## src/rtl/prescaled_mode_counter_pkg.sv

```systemverilog
// Shared types for the prescaled mode counter: counting modes and the
// decision made on each counting step.
package prescaled_mode_counter_pkg;

  localparam logic [1:0] MODE_WRAP    = 2'd0;
  localparam logic [1:0] MODE_SAT     = 2'd1;
  localparam logic [1:0] MODE_ONESHOT = 2'd2;

  typedef enum logic [1:0] {
    MODE_T_WRAP    = 2'd0,
    MODE_T_SAT     = 2'd1,
    MODE_T_ONESHOT = 2'd2
  } mode_t;

  // What a step does: plain +/-1, wrap to the opposite end, hold (SAT),
  // or hold and halt (ONESHOT).
  typedef enum logic [1:0] {
    ACT_STEP = 2'd0,
    ACT_WRAP = 2'd1,
    ACT_HOLD = 2'd2,
    ACT_HALT = 2'd3
  } act_t;

  // Reserved mode encoding 2'b11 falls through to WRAP.
  function automatic act_t step_action(input logic [1:0] mode, input logic terminal);
    if (!terminal) return ACT_STEP;
    case (mode)
      MODE_SAT:     return ACT_HOLD;
      MODE_ONESHOT: return ACT_HALT;
      default:      return ACT_WRAP;
    endcase
  endfunction

endpackage

```

## src/rtl/prescaled_mode_counter_if.sv

```systemverilog
// Control/status bundle of the prescaled mode counter.
// Optional capture signals are present when COUNTER_CAPTURE_EN is defined.
interface prescaled_mode_counter_if #(
  parameter int WIDTH   = 32,
  parameter int PRESC_W = 8,
  parameter int Q_W     = 8
);
  logic               clr;
  logic               en;
  logic               load;
  logic [WIDTH-1:0]   load_val;
  logic               dir;
  logic [1:0]         mode;
  logic [PRESC_W-1:0] presc_div;
  logic [WIDTH-1:0]   max_val;
  logic [WIDTH-1:0]   cmp_val;
  logic [WIDTH-1:0]   cnt;
  logic [Q_W-1:0]     q;
  logic               tick;
  logic               cnt_max;
  logic               at_zero;
  logic               cmp_match;
  logic               ovf;
  logic               done;
`ifdef COUNTER_CAPTURE_EN
  logic               capture;
  logic [WIDTH-1:0]   cap_val;
  logic               cap_valid;
`endif

  modport master (
    output clr, en, load, load_val, dir, mode, presc_div, max_val, cmp_val,
`ifdef COUNTER_CAPTURE_EN
    output capture,
    input  cap_val, cap_valid,
`endif
    input  cnt, q, tick, cnt_max, at_zero, cmp_match, ovf, done
  );

  modport slave (
    input  clr, en, load, load_val, dir, mode, presc_div, max_val, cmp_val,
`ifdef COUNTER_CAPTURE_EN
    input  capture,
    output cap_val, cap_valid,
`endif
    output cnt, q, tick, cnt_max, at_zero, cmp_match, ovf, done
  );
endinterface

```

## src/rtl/prescaled_mode_counter_prescaler.sv

```systemverilog
// Enable-gated prescaler: tick every div_i+1 enabled cycles.
module prescaled_mode_counter_prescaler #(
  parameter int PRESC_W = 8
) (
  input  logic               clk,
  input  logic               rst,
  input  logic               en_i,
  input  logic               clr_i,
  input  logic [PRESC_W-1:0] div_i,
  output logic               tick_o
);
  logic [PRESC_W-1:0] pcnt_q, pcnt_d;

  assign tick_o = en_i & (pcnt_q == div_i);

  // Next prescale count: clear wins, en low freezes, restart on tick.
  always_comb begin
    pcnt_d = pcnt_q;
    if (clr_i)     pcnt_d = '0;
    else if (en_i) pcnt_d = tick_o ? '0 : pcnt_q + PRESC_W'(1);
  end

  // Prescale count register.
  always_ff @(posedge clk) begin
    if (rst) pcnt_q <= '0;
    else     pcnt_q <= pcnt_d;
  end
endmodule

```

## src/rtl/prescaled_mode_counter.sv

```systemverilog
// Up/down event counter with prescaler, terminal value, WRAP/SAT/ONESHOT
// modes, compare-match pulse and sticky overflow.
// Optional feature macro: COUNTER_CAPTURE_EN (snapshot register on capture).
module prescaled_mode_counter
  import prescaled_mode_counter_pkg::*;
#(
  parameter int WIDTH   = 32,
  parameter int PRESC_W = 8,
  parameter int Q_W     = 8
) (
  input logic                    clk,
  input logic                    rst,
  prescaled_mode_counter_if.slave bus
);
  logic [WIDTH-1:0] cnt_q, cnt_d, nxt;
  logic             ovf_q, ovf_d, done_q, done_d, cmp_q, cmp_d;
  logic             tick, step, terminal, held;
  act_t             act;

  // load restarts the prescale period as well as clr
  prescaled_mode_counter_prescaler #(.PRESC_W(PRESC_W)) u_presc (
    .clk    (clk),
    .rst    (rst),
    .en_i   (bus.en),
    .clr_i  (bus.clr | bus.load),
    .div_i  (bus.presc_div),
    .tick_o (tick)
  );

  assign step     = tick & ~done_q;
  assign terminal = bus.dir ? (cnt_q >= bus.max_val) : (cnt_q == '0);
  assign act      = step_action(bus.mode, terminal);
  assign held     = (act == ACT_HOLD) || (act == ACT_HALT);

  // Candidate value for a step; SAT-up clamps an out-of-range load to max_val.
  always_comb begin
    nxt = cnt_q;
    case (act)
      ACT_STEP: nxt = bus.dir ? cnt_q + WIDTH'(1) : cnt_q - WIDTH'(1);
      ACT_WRAP: nxt = bus.dir ? '0 : bus.max_val;
      ACT_HOLD: nxt = bus.dir ? bus.max_val : '0;
      default:  nxt = cnt_q;
    endcase
  end

  // Next state with priority clr > load > step.
  always_comb begin
    cnt_d  = cnt_q;
    ovf_d  = ovf_q;
    done_d = done_q;
    cmp_d  = 1'b0;
    if (bus.clr) begin
      cnt_d  = '0;
      ovf_d  = 1'b0;
      done_d = 1'b0;
    end else if (bus.load) begin
      cnt_d  = bus.load_val;
      done_d = 1'b0;
    end else if (step) begin
      cnt_d  = nxt;
      ovf_d  = ovf_q | terminal;
      done_d = (act == ACT_HALT);
      // a hold that leaves the value unchanged must not re-pulse
      cmp_d  = (nxt == bus.cmp_val) && !(held && (nxt == cnt_q));
    end
  end

  // Counter state registers.
  always_ff @(posedge clk) begin
    if (rst) begin
      cnt_q  <= '0;
      ovf_q  <= 1'b0;
      done_q <= 1'b0;
      cmp_q  <= 1'b0;
    end else begin
      cnt_q  <= cnt_d;
      ovf_q  <= ovf_d;
      done_q <= done_d;
      cmp_q  <= cmp_d;
    end
  end

  assign bus.cnt       = cnt_q;
  assign bus.q         = cnt_q[WIDTH-1 -: Q_W];
  assign bus.tick      = tick;
  assign bus.cnt_max   = (cnt_q == bus.max_val);
  assign bus.at_zero   = (cnt_q == '0);
  assign bus.cmp_match = cmp_q;
  assign bus.ovf       = ovf_q;
  assign bus.done      = done_q;

`ifdef COUNTER_CAPTURE_EN
  logic [WIDTH-1:0] cap_val_q;
  logic             cap_valid_q;

  // Snapshot the pre-update count; independent of en/done.
  always_ff @(posedge clk) begin
    if (rst) begin
      cap_val_q   <= '0;
      cap_valid_q <= 1'b0;
    end else begin
      cap_valid_q <= bus.capture;
      if (bus.capture) cap_val_q <= cnt_q;
    end
  end

  assign bus.cap_val   = cap_val_q;
  assign bus.cap_valid = cap_valid_q;
`endif
endmodule
```

## src/flat_wrapper.sv

```systemverilog
// flat-port wrapper written by rule: the top's interface ports become plain ports
module prescaled_mode_counter_flat import prescaled_mode_counter_pkg::*;
#(
  parameter int WIDTH   = 32,
  parameter int PRESC_W = 8,
  parameter int Q_W     = 8
)
  (clk, rst, bus_clr, bus_en, bus_load, bus_load_val, bus_dir, bus_mode, bus_presc_div, bus_max_val, bus_cmp_val, bus_cnt, bus_q, bus_tick, bus_cnt_max, bus_at_zero, bus_cmp_match, bus_ovf, bus_done);
  prescaled_mode_counter_if #(.WIDTH(WIDTH), .PRESC_W(PRESC_W), .Q_W(Q_W)) bus_i ();
  input logic clk;
  input logic rst;
  input wire logic [$bits(bus_i.clr)-1:0] bus_clr;
  input wire logic [$bits(bus_i.en)-1:0] bus_en;
  input wire logic [$bits(bus_i.load)-1:0] bus_load;
  input wire logic [$bits(bus_i.load_val)-1:0] bus_load_val;
  input wire logic [$bits(bus_i.dir)-1:0] bus_dir;
  input wire logic [$bits(bus_i.mode)-1:0] bus_mode;
  input wire logic [$bits(bus_i.presc_div)-1:0] bus_presc_div;
  input wire logic [$bits(bus_i.max_val)-1:0] bus_max_val;
  input wire logic [$bits(bus_i.cmp_val)-1:0] bus_cmp_val;
  output wire logic [$bits(bus_i.cnt)-1:0] bus_cnt;
  output wire logic [$bits(bus_i.q)-1:0] bus_q;
  output wire logic [$bits(bus_i.tick)-1:0] bus_tick;
  output wire logic [$bits(bus_i.cnt_max)-1:0] bus_cnt_max;
  output wire logic [$bits(bus_i.at_zero)-1:0] bus_at_zero;
  output wire logic [$bits(bus_i.cmp_match)-1:0] bus_cmp_match;
  output wire logic [$bits(bus_i.ovf)-1:0] bus_ovf;
  output wire logic [$bits(bus_i.done)-1:0] bus_done;
  assign bus_i.clr = bus_clr;
  assign bus_i.en = bus_en;
  assign bus_i.load = bus_load;
  assign bus_i.load_val = bus_load_val;
  assign bus_i.dir = bus_dir;
  assign bus_i.mode = bus_mode;
  assign bus_i.presc_div = bus_presc_div;
  assign bus_i.max_val = bus_max_val;
  assign bus_i.cmp_val = bus_cmp_val;
  assign bus_cnt = bus_i.cnt;
  assign bus_q = bus_i.q;
  assign bus_tick = bus_i.tick;
  assign bus_cnt_max = bus_i.cnt_max;
  assign bus_at_zero = bus_i.at_zero;
  assign bus_cmp_match = bus_i.cmp_match;
  assign bus_ovf = bus_i.ovf;
  assign bus_done = bus_i.done;
  prescaled_mode_counter #(.WIDTH(WIDTH), .PRESC_W(PRESC_W), .Q_W(Q_W)) u_core (.clk(clk), .rst(rst), .bus(bus_i));
endmodule
```

## config.mk

```make
export PLATFORM = sky130hd
export DESIGN_NAME = prescaled_mode_counter_flat
export DESIGN_NICKNAME = d
export VERILOG_FILES = /design/src/rtl/prescaled_mode_counter_pkg.sv /design/src/rtl/prescaled_mode_counter_if.sv /design/src/rtl/prescaled_mode_counter_prescaler.sv /design/src/rtl/prescaled_mode_counter.sv /design/src/flat_wrapper.sv
export SDC_FILE = /design/constraint.sdc
export NUM_CORES = 1
export LEC_CHECK = 0
export CAP_MARGIN = 20
export CORE_MARGIN = 5
export CORE_UTILIZATION = 55
export CTS_CLUSTER_DIAMETER = 40
export DETAILED_ROUTE_END_ITERATION = 7
export PLACE_DENSITY = 0.95
export SYNTH_ARGS = -nofsm -noshare
export SYNTH_HDL_FRONTEND = slang
export SYNTH_HIERARCHICAL = 1
export SYNTH_SLANG_ARGS = --single-unit
```

## constraint.sdc

```tcl
create_clock -name clk -period 9.3 [get_ports clk]
set_clock_uncertainty 0.1 [all_clocks]
set_input_delay 1.395 -clock clk [delete_from_list [all_inputs] [get_ports clk]]
set_output_delay 1.395 -clock clk [all_outputs]
set_load 0.03 [all_outputs]
```

; ---- Word level (Yosys, flattened, before mapping)
; Index checks and enable logic that the tools add are counted.
[word_totals]
out_inout_bits = 46
ff_bits = 43
inputBits = 112
word_cells = 47
[classes]
addsub = 3
eq_ne = 9
reduce_logical = 12
magnitude_cmp = 1
n_mux = 10
n_bitwise = 7
[op_table]
columns = cell, n
row1 = $mux 32, 5
row2 = $eq 32x32->1, 3
row3 = $pmux 32 s3, 1
row4 = $add 32x1->32 const B, 1
row5 = $ge 32x32->1, 1
row6 = $logic_not 32->1, 1
row7 = $sub 32x1->32 const B, 1
row8 = $add 8x1->8 const B, 1
row9 = $eq 8x8->1, 1
row10 = $mux 8, 1
row11 = $eq 2x2->1 const B, 3
row12 = $eq 2x1->1 const B, 2
row13 = $pmux 2 s2, 1
row14 = $reduce_or 2->1, 2
row15 = $reduce_or 4->1, 1
row16 = $not 1->1, 3
row17 = $reduce_or 3->1, 1
row18 = $and 1x1->1, 2
row19 = $logic_and 1x1->1, 2
row20 = $logic_not 2->1, 1
row21 = $mux 2, 1
row22 = $or 1x1->1, 2
row23 = $reduce_and 2->1, 1
row24 = $reduce_bool 2->1, 1
row25 = 3 further kinds, 3

; ---- Longest topological paths before layout
[depth]
word_depth = 9
depth_mapped = 16
ltp_nobuf = 14

; ---- Cells and area by module
; The synthesis kept the hierarchy.
[by_module_without_submodules]
columns = mod, seq_area_each_um2, area_per_inst_um2, instances, cells_each
row1 = prescaled_mode_counter, 700.7, 6376.1, 1, 909
row2 = prescaled_mode_counter_prescaler, 160.2, 454.2, 1, 50

; ---- Worst setup path after synthesis
; No wires, ideal clock.
[synth_timing]
kind = input-to-reg
startpoint = input port bus_dir
endpoint = register u_core.cmp_q, in the netlist u_core/bus.cmp_match
stages = 15
setup_ps = 103
arrival_time_ps = 5344
required_ps = 9097
path_slack_ps = 3753
n_path_buf = 1
cell_sequence = inv_1 ha_1 buf_2 a211o_1 a21oi_1 o21bai_1 a211o_1 or4_1 nand4_1 a211oi_1 a2111oi_0 and4_1 nand4_1 or4_1 a2111oi_2
[synth_between]
elab_chain_cells = 8
elab_cells_between_ends = 16
classes_between = eq/ne (5) / mux (6) / reduce/logical (5)
[synth_rtl]
columns = element, line_no
row1 = "start, declared", flat_wrapper.sv:16  ; input wire logic [$bits(bus_i.dir)-1:0] bus_dir;
row2 = $mux 1, prescaled_mode_counter.sv:31  ; assign terminal = bus.dir ? (cnt_q >= bus.max_val) : (cnt_q == '0);
row3 = $mux 2, prescaled_mode_counter_pkg.sv:27  ; case (mode)
row4 = "$eq 2x2->1, or another cell as far along", "prescaled_mode_counter.sv:33, prescaled_mode_counter.sv:38"
row5 = $pmux 32 s3, prescaled_mode_counter.sv:38  ; case (act)
row6 = $eq 32x32->1, prescaled_mode_counter.sv:64  ; cmp_d = (nxt == bus.cmp_val) && !(held && (nxt == cnt_q));
row7 = $logic_and 1x1->1, prescaled_mode_counter.sv:64
row8 = $logic_not 1->1, prescaled_mode_counter.sv:64
row9 = $logic_and 1x1->1 (*), prescaled_mode_counter.sv:64
row10 = "end signal, assigned", prescaled_mode_counter.sv:79  ; cmp_q <= cmp_d;
row11 = "end, declared", prescaled_mode_counter.sv:16  ; logic ovf_q, ovf_d, done_q, done_d, cmp_q, cmp_d;
; Mark *: on every way between the ends. The rest lies on a longest branch, timed or not.
; A chain may end at the register's enable or synchronous reset.

; ---- Worst setup path in the final report
; Same ends and word-level chain as after synthesis.

==> flow_metrics.py <==
metrics = {
    "layout": {
        "nets": 1256,
        "n_antenna_cell": 0,
        "area_growth_pct": 25.6,
        "fillCellCount": 1020,
        "drive_gt1_frac": 0.0500,
    },
    "logic_synthesis": {
        "yosys.area.top_type": "dfxtp_1",
        "yosysSeqAreaShare": 0.126,
        "syn_inst": 959,
        "async_flop_share": 0,
        "avgSynthCellArea_sq_um": 7.12,
        "ys_warn_count": 6,
        "synth_top_area_share": 0.126,
        "syn_nets": 1136,
        "synth_ff_type": "dfxtp_1",
        "synthTopCellsByArea": "dfxtp_1 13%, ha_1 12%, a21oi_1 7.8%, nor2_1 6.6%, xnor2_1 4.9%",
        "synth_area_sq_um": 6830,
        "synth-seq-cells": 43,
        "synth_edf_count": 0,
        "ys_types": 92,
    },
    "power_and_ir_drop": {
        "pwr_density_cell_nw_per_um2": 95.6,
        "irDropWorstVdd_mv": 0.0929,
        "p_clk_frac": 0.261,
        "cellLeakagePower_nw": 3.41,
        "p_sw_uw": 332,
        "p_sw_frac": 0.405,
        "share_comb_of_total_power": 0.489,
        "p_int_uw": 488,
        "seqPwrFrac": 0.250,
    },
    "detailed_routing": {
        "drcViolationCount": 0,
        "ant_nets": 0,
        "num_vias": 8482,
        "via_per_inst": 6.80,
        "drt_iter0_drc": 1503,
        "wl_um": 28800,
        "drt-pass1-iter-count": 7,
        "wl_per_cell_um": 23.1,
    },
    "placed_design": {
        "numPortBuffers": 157,
        "dp_slack_ps": 2650,
        "globalplace.congestion": 1.06,
        "place.detailed.hpwl_um": 22200,
    },
    "worst_setup_path": {
        "crit_type": "in -> reg",
        "required_ps": 9390,
        "arrival_ps": 6620,
        "crit_path_start_kind": "input pin",
        "worst_setup_path_end_kind": "register",
        "worstPathMaxFanout": 33,
    },
    "global_routing": {
        "grt_use_total": 0.373,
        "grt_use_met2": 0.581,
        "antenna_found_initial": 0,
        "grt_pass1_wl_um": 43200,
        "grt_start_max_net_pins": 67,
        "grt_pass1_vias": 7592,
        "grtUsageMet3": 0.0709,
        "top_usage_layer": "met2",
        "use_met1": 0.508,
        "grt_overflow": 0,
    },
    "timing": {
        "min_period_ps": 6530,
        "hold_viol": 0,
        "finalWorstSetupSlack_ps": 2770,
        "min_period_over_period": 0.702,
        "whs_ps": 381,
        "grt_setup_unrepaired": "no",
        "worst_slew_pin_slew_ps": 888,
        "timing.fmax_mhz": 153,
        "slew_violations": 0,
        "setup_viol": 0,
        "max-slew-margin-rel": 0.393,
        "setup_tns_ps": 0,
    },
    "cts": {
        "clock_latency_ps": 290,
        "cts_hold_buf": 0,
        "cts_num_sinks": 43,
        "clkTransAtPathRegs_ps": 60,
        "ctsResizeCount": 0,
        "cts_setup_buffers": 0,
        "cts_made_buffers": 5,
        "h-tree-depth": 2,
        "root_buffer": "clkbuf_16",
        "cts_buffer_depth": 2,
        "tritoncts": "yes",
    },
    "die": {
        "core_sq_um": 12100,
        "die-area_sq_um": 14700,
        "die_h_um": 121,
        "rows": 40,
        "initial_core_util": 0.564,
        "dieWidth_um": 121,
        "ioPinCount": 158,
    },
    "worst_hold_path": {
        "min_path_type": "reg -> reg",
    },
    "outcome": {
        "outcome": "complete, no violations",
    },
    "flow_run": {
        "maxCapViolations": 0,
    },
}
-- state kept, by name, indices dropped and copies added (netlist names) --
name and count:
u_core/u_presc/pcnt_q 8, u_core/bus.cnt 32, u_core/bus.ovf 1, u_core/bus.cmp_match 1, u_core/bus.done 1
-- through the flow --
step	total power, mW	area (sq um)	util	std cells
global placement	0.590	8400	0.693	1240
detailed placement	0.591	8400	0.693	1240
finish	0.820	8580	0.708	1248
global route	0.849	8580	0.708	1248
floorplan	0.447	6830	-	959
CTS	0.804	8580	0.708	1248
-- power by group through the flow --
| stage | logic [mW] | clock network, mW | registers, mW |
|---|---|---|---|
| floorplan | 0.238 | 0 | 0.209 |
| global placement | 0.381 | 0 | 0.208 |
| detailed placement | 0.383 | 0 | 0.208 |
| CTS | 0.386 | 0.214 | 0.204 |
| global route | 0.423 | 0.221 | 0.205 |
| finish | 0.401 | 0.214 | 0.205 |
-- cell families after synthesis --
logic type | count (synthesis) | share of synthesized area
and+or+nand+nor | 321 | 0.233
DFF | 43 | 0.126
buffers and inverters | 119 | 0.0769
AOI/OAI and AO/OA | 344 | 0.354
xor gates and xnor gates | 58 | 0.0744
muxes | 9 | 0.0152
adders and majority gates | 65 | 0.120
-- final cells by class --
cell class | count | area, sq um | area share
clock buffer | 6 | 139 | 0.0162
clock inverter | 2 | 38.8 | 0.00452
inverter | 66 | 248 | 0.0289
multi-input combinational | 797 | 5450 | 0.635
sequential | 43 | 861 | 0.100
tap | 168 | 210 | 0.0245
timing repair buffer | 166 | 1630 | 0.191
-- placed cells by master, fill, tap and decap left out, types with 5 or more instances in the layout --
master           instances
a21o_1                  12
nand2_1                 69
inv_1                   66
nand4_1                 24
a22oi_1                 10
xnor2_1                 38
o22ai_1                 16
a211o_1                  8
o211ai_1                 7
ha_1                    64
clkdlybuf4s50_1        156
buf_4                    9
mux2i_1                  7
dfxtp_1                 43
o21ai_0                 44
or4_1                    6
or3_1                    9
a221o_1                  5
a21oi_1                106
o2111ai_1                8
a2111oi_0                5
nand3_1                 17
a221oi_1                 6
nor2_1                 119
clkbuf_16                5
nor3_1                  22
a211oi_1                29
nand2b_1                 8
and2_1                   6
nor4_1                  11
xor2_1                  20
o21a_1                  13
-- worst max-delay path, cell delays in order --
cell and delay (ps):
clkdlybuf4s50_1 730, inv_1 80, buf_4 270, ha_1 450
o211ai_1 160, o21ai_1 330, a22oi_1 200, a2111oi_0 850
nand3b_1 200, a211o_1 120, nand2_1 80, o22ai_1 420
mux2i_1 290, nand4_1 130, or4_1 530, a2111oi_2 350
-- final timing paths --
check                    startpoint  slack, ps  cells after the start                   end
hold reg to reg      u_core/bus.ovf        380                      2        u_core/bus.ovf
setup reg to reg  u_core/bus.cnt[0]       3920                     13  u_core/bus.cmp_match
hold / removal       u_core/bus.ovf        380                      2        u_core/bus.ovf
setup / recovery            bus_dir       2770                     16  u_core/bus.cmp_match
-- cell usage after synthesis, drive strengths merged (6+ instances only) --
| library cell | count |
|---|---|
| dfxtp | 43 |
| xnor2 | 38 |
| inv | 66 |
| o21ai | 50 |
| ha | 64 |
| nand4 | 26 |
| o211ai | 8 |
| and2 | 6 |
| a21oi | 108 |
| mux2i | 8 |
| a22oi | 15 |
| or3 | 9 |
| a211o | 8 |
| o22ai | 16 |
| nor3 | 23 |
| xor2 | 20 |
| nand2 | 69 |
| o21a | 14 |
| a21o | 12 |
| a2111oi | 8 |
| or4 | 6 |
| nor2 | 121 |
| clkbuf | 27 |
| a211oi | 30 |
| nand3 | 17 |
| a221oi | 6 |
| nor4 | 15 |
| buf | 26 |
| o2111ai | 8 |
| nand2b | 8 |
-- routing by layer --
metal | part of all wire | routed length [um]
met5 | 0 | 0
met4 | 0.042 | 1210
met3 | 0.12 | 3510
met2 | 0.44 | 12700
met1 | 0.40 | 11400
Power figures use the tool's default switching activity.
